[src/rtl/he_hssi_csr_arb.sv]
// Round-robin arbiter that funnels several AVMM CSR requesters onto one
// downstream traffic-controller CSR port, with a bounded wait per access.
module he_hssi_csr_arb #(
  parameter int NUM_REQ        = 2,
  parameter int AVMM_ADDR_W    = 16,
  parameter int AVMM_DATA_W    = 32,
  parameter int TIMEOUT_CYCLES = 1024
) (
  input  logic                           clk,
  input  logic                           softreset,
  input  logic [NUM_REQ*AVMM_ADDR_W-1:0] i_req_addr,
  input  logic [NUM_REQ-1:0]             i_req_read,
  input  logic [NUM_REQ-1:0]             i_req_write,
  input  logic [NUM_REQ*AVMM_DATA_W-1:0] i_req_writedata,
  input  logic [NUM_REQ*4-1:0]           i_req_port_sel,
  output logic [AVMM_DATA_W-1:0]         o_req_readdata,
  output logic [NUM_REQ-1:0]             o_req_waitrequest,
  output logic [AVMM_ADDR_W-1:0]         o_avmm_addr,
  output logic                           o_avmm_read,
  output logic                           o_avmm_write,
  output logic [AVMM_DATA_W-1:0]         o_avmm_writedata,
  input  logic [AVMM_DATA_W-1:0]         i_avmm_readdata,
  input  logic                           i_avmm_waitrequest,
  output logic [3:0]                     o_csr_port_sel,
  output logic                           o_timeout_err,
  output logic [$clog2(NUM_REQ)-1:0]     o_grant_id
);

  localparam int GW = (NUM_REQ > 1) ? $clog2(NUM_REQ) : 1;
  localparam int CW = (TIMEOUT_CYCLES > 1) ? $clog2(TIMEOUT_CYCLES) : 1;

  localparam logic [1:0] ST_IDLE  = 2'd0;
  localparam logic [1:0] ST_ISSUE = 2'd1;
  localparam logic [1:0] ST_RESP  = 2'd2;

  logic [1:0]             state;
  logic [GW-1:0]          last_grant;
  logic [AVMM_ADDR_W-1:0] cmd_addr;
  logic [AVMM_DATA_W-1:0] cmd_wdata;
  logic [3:0]             cmd_port_sel;
  logic                   op_read;
  logic                   op_write;
  logic [CW-1:0]          wait_cnt;
  logic [AVMM_DATA_W-1:0] resp_data;
  logic                   timeout_err;

  logic                   any_req;
  logic [GW-1:0]          pick;
  logic [GW-1:0]          cand;

  // Search starts one past the last winner, so the most recent grantee has
  // the lowest priority on the next round.
  always_comb begin
    // NOTE: every combinational output gets a default first, so no path can
    // leave it unassigned and infer a latch.
    any_req = 1'b0;
    pick    = last_grant;
    cand    = last_grant;
    for (int i = 1; i <= NUM_REQ; i++) begin
      cand = GW'((int'(last_grant) + i) % NUM_REQ);
      if (!any_req && (i_req_read[cand] || i_req_write[cand])) begin
        any_req = 1'b1;
        pick    = cand;
      end
    end
  end

  always_ff @(posedge clk) begin
    // NOTE: state registers use non-blocking assignments so every flop
    // samples pre-edge values regardless of statement order.
    if (softreset) begin
      state        <= ST_IDLE;
      last_grant   <= GW'(NUM_REQ - 1);
      cmd_addr     <= '0;
      cmd_wdata    <= '0;
      cmd_port_sel <= '0;
      op_read      <= 1'b0;
      op_write     <= 1'b0;
      wait_cnt     <= '0;
      resp_data    <= '0;
      timeout_err  <= 1'b0;
    end else begin
      timeout_err <= 1'b0;
      case (state)
        ST_IDLE: begin
          if (any_req) begin
            state        <= ST_ISSUE;
            last_grant   <= pick;
            cmd_addr     <= i_req_addr[pick*AVMM_ADDR_W +: AVMM_ADDR_W];
            cmd_wdata    <= i_req_writedata[pick*AVMM_DATA_W +: AVMM_DATA_W];
            cmd_port_sel <= i_req_port_sel[pick*4 +: 4];
            // A simultaneous read and write collapses to a write.
            op_write     <= i_req_write[pick];
            op_read      <= i_req_read[pick] & ~i_req_write[pick];
            wait_cnt     <= '0;
          end
        end
        ST_ISSUE: begin
          if (!i_avmm_waitrequest) begin
            resp_data <= op_read ? i_avmm_readdata : '0;
            state     <= ST_RESP;
          end else if (wait_cnt == CW'(TIMEOUT_CYCLES - 1)) begin
            resp_data   <= '1;
            timeout_err <= 1'b1;
            state       <= ST_RESP;
          end else begin
            wait_cnt <= wait_cnt + 1'b1;
          end
        end
        ST_RESP: state <= ST_IDLE;
        default: state <= ST_IDLE;
      endcase
    end
  end

  // Strobes are gated by state, so they vanish the cycle an access ends or
  // a reset hits, and op_read/op_write are never both set.
  assign o_avmm_read      = (state == ST_ISSUE) && op_read;
  assign o_avmm_write     = (state == ST_ISSUE) && op_write;
  assign o_avmm_addr      = cmd_addr;
  assign o_avmm_writedata = cmd_wdata;
  assign o_csr_port_sel   = cmd_port_sel;
  assign o_timeout_err    = timeout_err;
  assign o_grant_id       = last_grant;
  assign o_req_readdata   = (state == ST_RESP) ? resp_data : '0;

  always_comb begin
    o_req_waitrequest = '1;
    if (state == ST_RESP) o_req_waitrequest[last_grant] = 1'b0;
  end

endmodule

[config.mk]
export PLATFORM = sky130hd
export DESIGN_NAME = he_hssi_csr_arb
export DESIGN_NICKNAME = d
export VERILOG_FILES = /design/src/rtl/he_hssi_csr_arb.sv
export SDC_FILE = /design/constraint.sdc
export NUM_CORES = 1
export LEC_CHECK = 0
export ABC_AREA = 1
export CORE_MARGIN = 2
export CORE_UTILIZATION = 40
export CTS_CLUSTER_DIAMETER = 100
export DETAILED_ROUTE_END_ITERATION = 12
export PLACE_DENSITY = 0.79
export SYNTH_ARGS = -nofsm -noshare
export SYNTH_HDL_FRONTEND = slang
export SYNTH_SLANG_ARGS = --single-unit
[constraint.sdc]
create_clock -name clk -period 1.93 [get_ports clk]
set_input_delay 0.4825 -clock clk [delete_from_list [all_inputs] [get_ports clk]]
set_output_delay 0.4825 -clock clk [all_outputs]
set_load 0.1 [all_outputs]
==> run metrics <==
vias post-DR=around 5,500; Final WS setup=about 0.012 ns; FFs w/ async S/R, synth=0%; EDFF count, synth=0; I/O Buffers=232; register area=2010 µm²; layout cells sized above 1=about a fifth; register bit total from synthesis=100; Placed Instances=1,092; Initial DRT Pass Iterations=4; wl on met1=6600 µm; Hold-fix buffers, CTS=0; Min-Delay Path Class=reg -> reg; CP max FO=8; multi-input logic area=~2500 µm²; 1st-iter DRT viols=425; Critical Path Sink Type=output port; first-pass GRT wire length=25,800 µm; clk_skew=0.00582 ns; area fraction of the dominant cell type after synthesis=41.7%; final std cells w/o fill=1,110; uppermost layer routed=met4; Avg Synthesized Cell Area=6.52 µm²; Fin. Hold Viols=0; RSZ-0062 raised after global routing=true; R2R Setup Slk=0.19 ns; max-slew violations=0; worst-margin pin slew=0.360 ns; Max Root-Sink Buffers=2; CTS tree=built; area grow syn2layout=86.2%; Final min period=1.92 ns; ant diodes=0; final setup fails=0; CP Data Arrival Time=1.44 ns; total design power=between 8 and 9 mW; Die Area=12,900 µm²; Area contributors post-synth=dfxtp_1, nand2_1, o211ai_1, inv_1, nand3_1; total CTS buffers=9; hold_sp=resp_data[15]; DP HPWL=11,900 µm; initial antenna violation count=0; pwr dens=920 nW/µm²; nets@finish=1,103; CP Launch Type=flip-flop; f_max=0.521 GHz; vias in the first global route=5,364; synth cell count leaders=nand2_1, dfxtp_1, inv_1; clk sinks=100; sequential fraction of the synthesis area=41.7%; WL/cell=14.6 µm; DRT Wirelength=16,200 µm; antenna violation net count after detailed routing=0; CORE AREA=11,900 µm²; peak supply drop=~0.55 mV; Worst-path clk slew=approximately 0.060 ns; # IOs=233; dpl ws=-0.156 ns; clock latency on the worst-skew pair=0.35 ns; Remaining DRCs=0; gpl congestion=0.884; most frequent cell after synthesis=nand2_1; die width=around 110 µm; worst r2r src=wait_cnt[1]; max cap viols=0; CP required=between 1 and 1.5 ns; hold path depth=2; met2 WL=~8000 µm; Worst Setup Path Type=reg -> out; row cnt=40; reg2reg path depth=8; Yosys warnings=0; outcome=completed; largest area contributor in the netlist=dfxtp_1; Die Span Y=between 100 and 150 µm; number of vias per cell=4.95; placed cell areas=8530 µm²; reg2reg end=resp_data[26]; gr ovfl total=0; H-tree levels=3; Met3 Wirelength=between 1000 and 1500 µm; fin area=8940 µm²; layout filler cell count=863; Synth Instances=736; Synth Flop Type=dfxtp_1; Yosys cell types=22; mapped cell area=4800 µm²; WHS Endpoint=resp_data[15]; Slew HR=about three quarters; Pleak=roughly 3.9 nW; largest net degree at the start of global routing=62; Starting Density=40.5%; Synthesized Nets=880; Tcrit/Tclk final=just under 100%; GRT Total Usage=25.1%; CTS Root Buffer Type=clkbuf_16
stage by stage:
stage	util [%]	setup TNS, ns	hold slack [ns]
after floorplan	-	-1.07	0.431
after global placement	71.9	-0.347	0.441
after detailed placement	71.9	-2.69	0.446
after CTS	75.1	-0.00284	0.508
after global routing	75.4	-0.665	0.516
final	75.4	0	0.505
cells in the final DEF (no fill, tap or decap):
cell	count
nand2_1	246
clkdlybuf4s50_1	142
buf_12	99
inv_1	98
dfxtp_1	97
nand3_1	68
o211ai_1	53
a21oi_1	39
nor2_4	33
nor2_1	26
buf_4	15
clkbuf_16	10
inv_2	4
nand2_2	4
nor2_2	4
o21ai_1	4
clkbuf_8	3
nand4_1	2
o21ai_0	2
clkinvlp_4	2
dfxtp_2	2
inv_4	1
nand3_4	1
clkinv_2	1
nor4_1	1
nand4_2	1
nor3b_1	1
ha_2	1
bufinv_16	1
buf_16	1
dfxtp_4	1
layer usage:
layer | GRT usage, % | vias to the layer above
met5 | 0 | -
met1 | 29.1 | 2505
met4 | 10.5 | 0
li1 | - | 2762
met2 | 43.8 | 202
met3 | 6.75 | 27
power breakdown:
part	leakage, nW	internal [mW]	switching, mW
combinational	2.90	1.40	2.35
sequential	0.828	2.34	0.245
clock	0.147	1.10	0.783
state kept, by name, indices dropped and copies added (netlist names):
signal / flops
op_read: 1
o_grant_id: 1
o_avmm_writedata: 32
resp_data: 32
o_csr_port_sel: 4
wait_cnt: 10
o_timeout_err: 1
o_avmm_addr: 16
op_write: 1
state: 2
final cells by class:
class                           instances  area share [%]
Clock buffer                           12            2.98
Clock inverter                          3           0.504
Tap cell                              147            2.06
Inverter                              104            4.41
Sequential cell                       100            22.5
Timing Repair Buffer                  258            39.9
Multi-Input combinational cell        486            27.7
cell families (layout without fill, tap and decap cells):
kind of cell             after synthesis  count (layout)  share of synthesized area, %
adder cells (fa/ha/maj)                1               1                         0.261
AO/OA/AOI/OAI                         98              98                          13.0
buffers and inverters                150             377                          12.2
AND/OR/NAND/NOR                      387             387                          32.8
flip-flops                           100             100                          41.7
critical path, stage by stage, from the launching register on:
cell	delay [ns]
dfxtp_4	0.38
nor2_4	0.14
inv_4	0.09
clkbuf_16	0.19
nor2_4	0.10
buf_12	0.18
worst max path at each step:
| stage | start | to | slack [ns] | cells after the start |
|---|---|---|---|---|
| final | state[0] | o_req_readdata[15] | 0.01 | 5 |
| after global routing | state[1] | o_req_readdata[15] | -0.04 | 6 |
| after CTS | state[1] | o_req_readdata[12] | -0.003 | 6 |
| after detailed placement | i_req_write[0] | o_avmm_addr[0] | -0.16 | 9 |
| after global placement | i_req_write[0] | o_avmm_writedata[27] | -0.03 | 9 |
| after floorplan | state[1] | o_req_readdata[0] | -0.43 | 4 |
repair_timing:
| action | in CTS | in global routing |
|---|---|---|
| setup buffers | 1 | 0 |
| gates cloned | 1 | 1 |
| gates resized for setup | 11 | 3 |
| endpoints found under the setup margin | 32 | 55 |
| pin swaps | 2 | 1 |
Note: power is estimated with default switching activity, not from simulation.
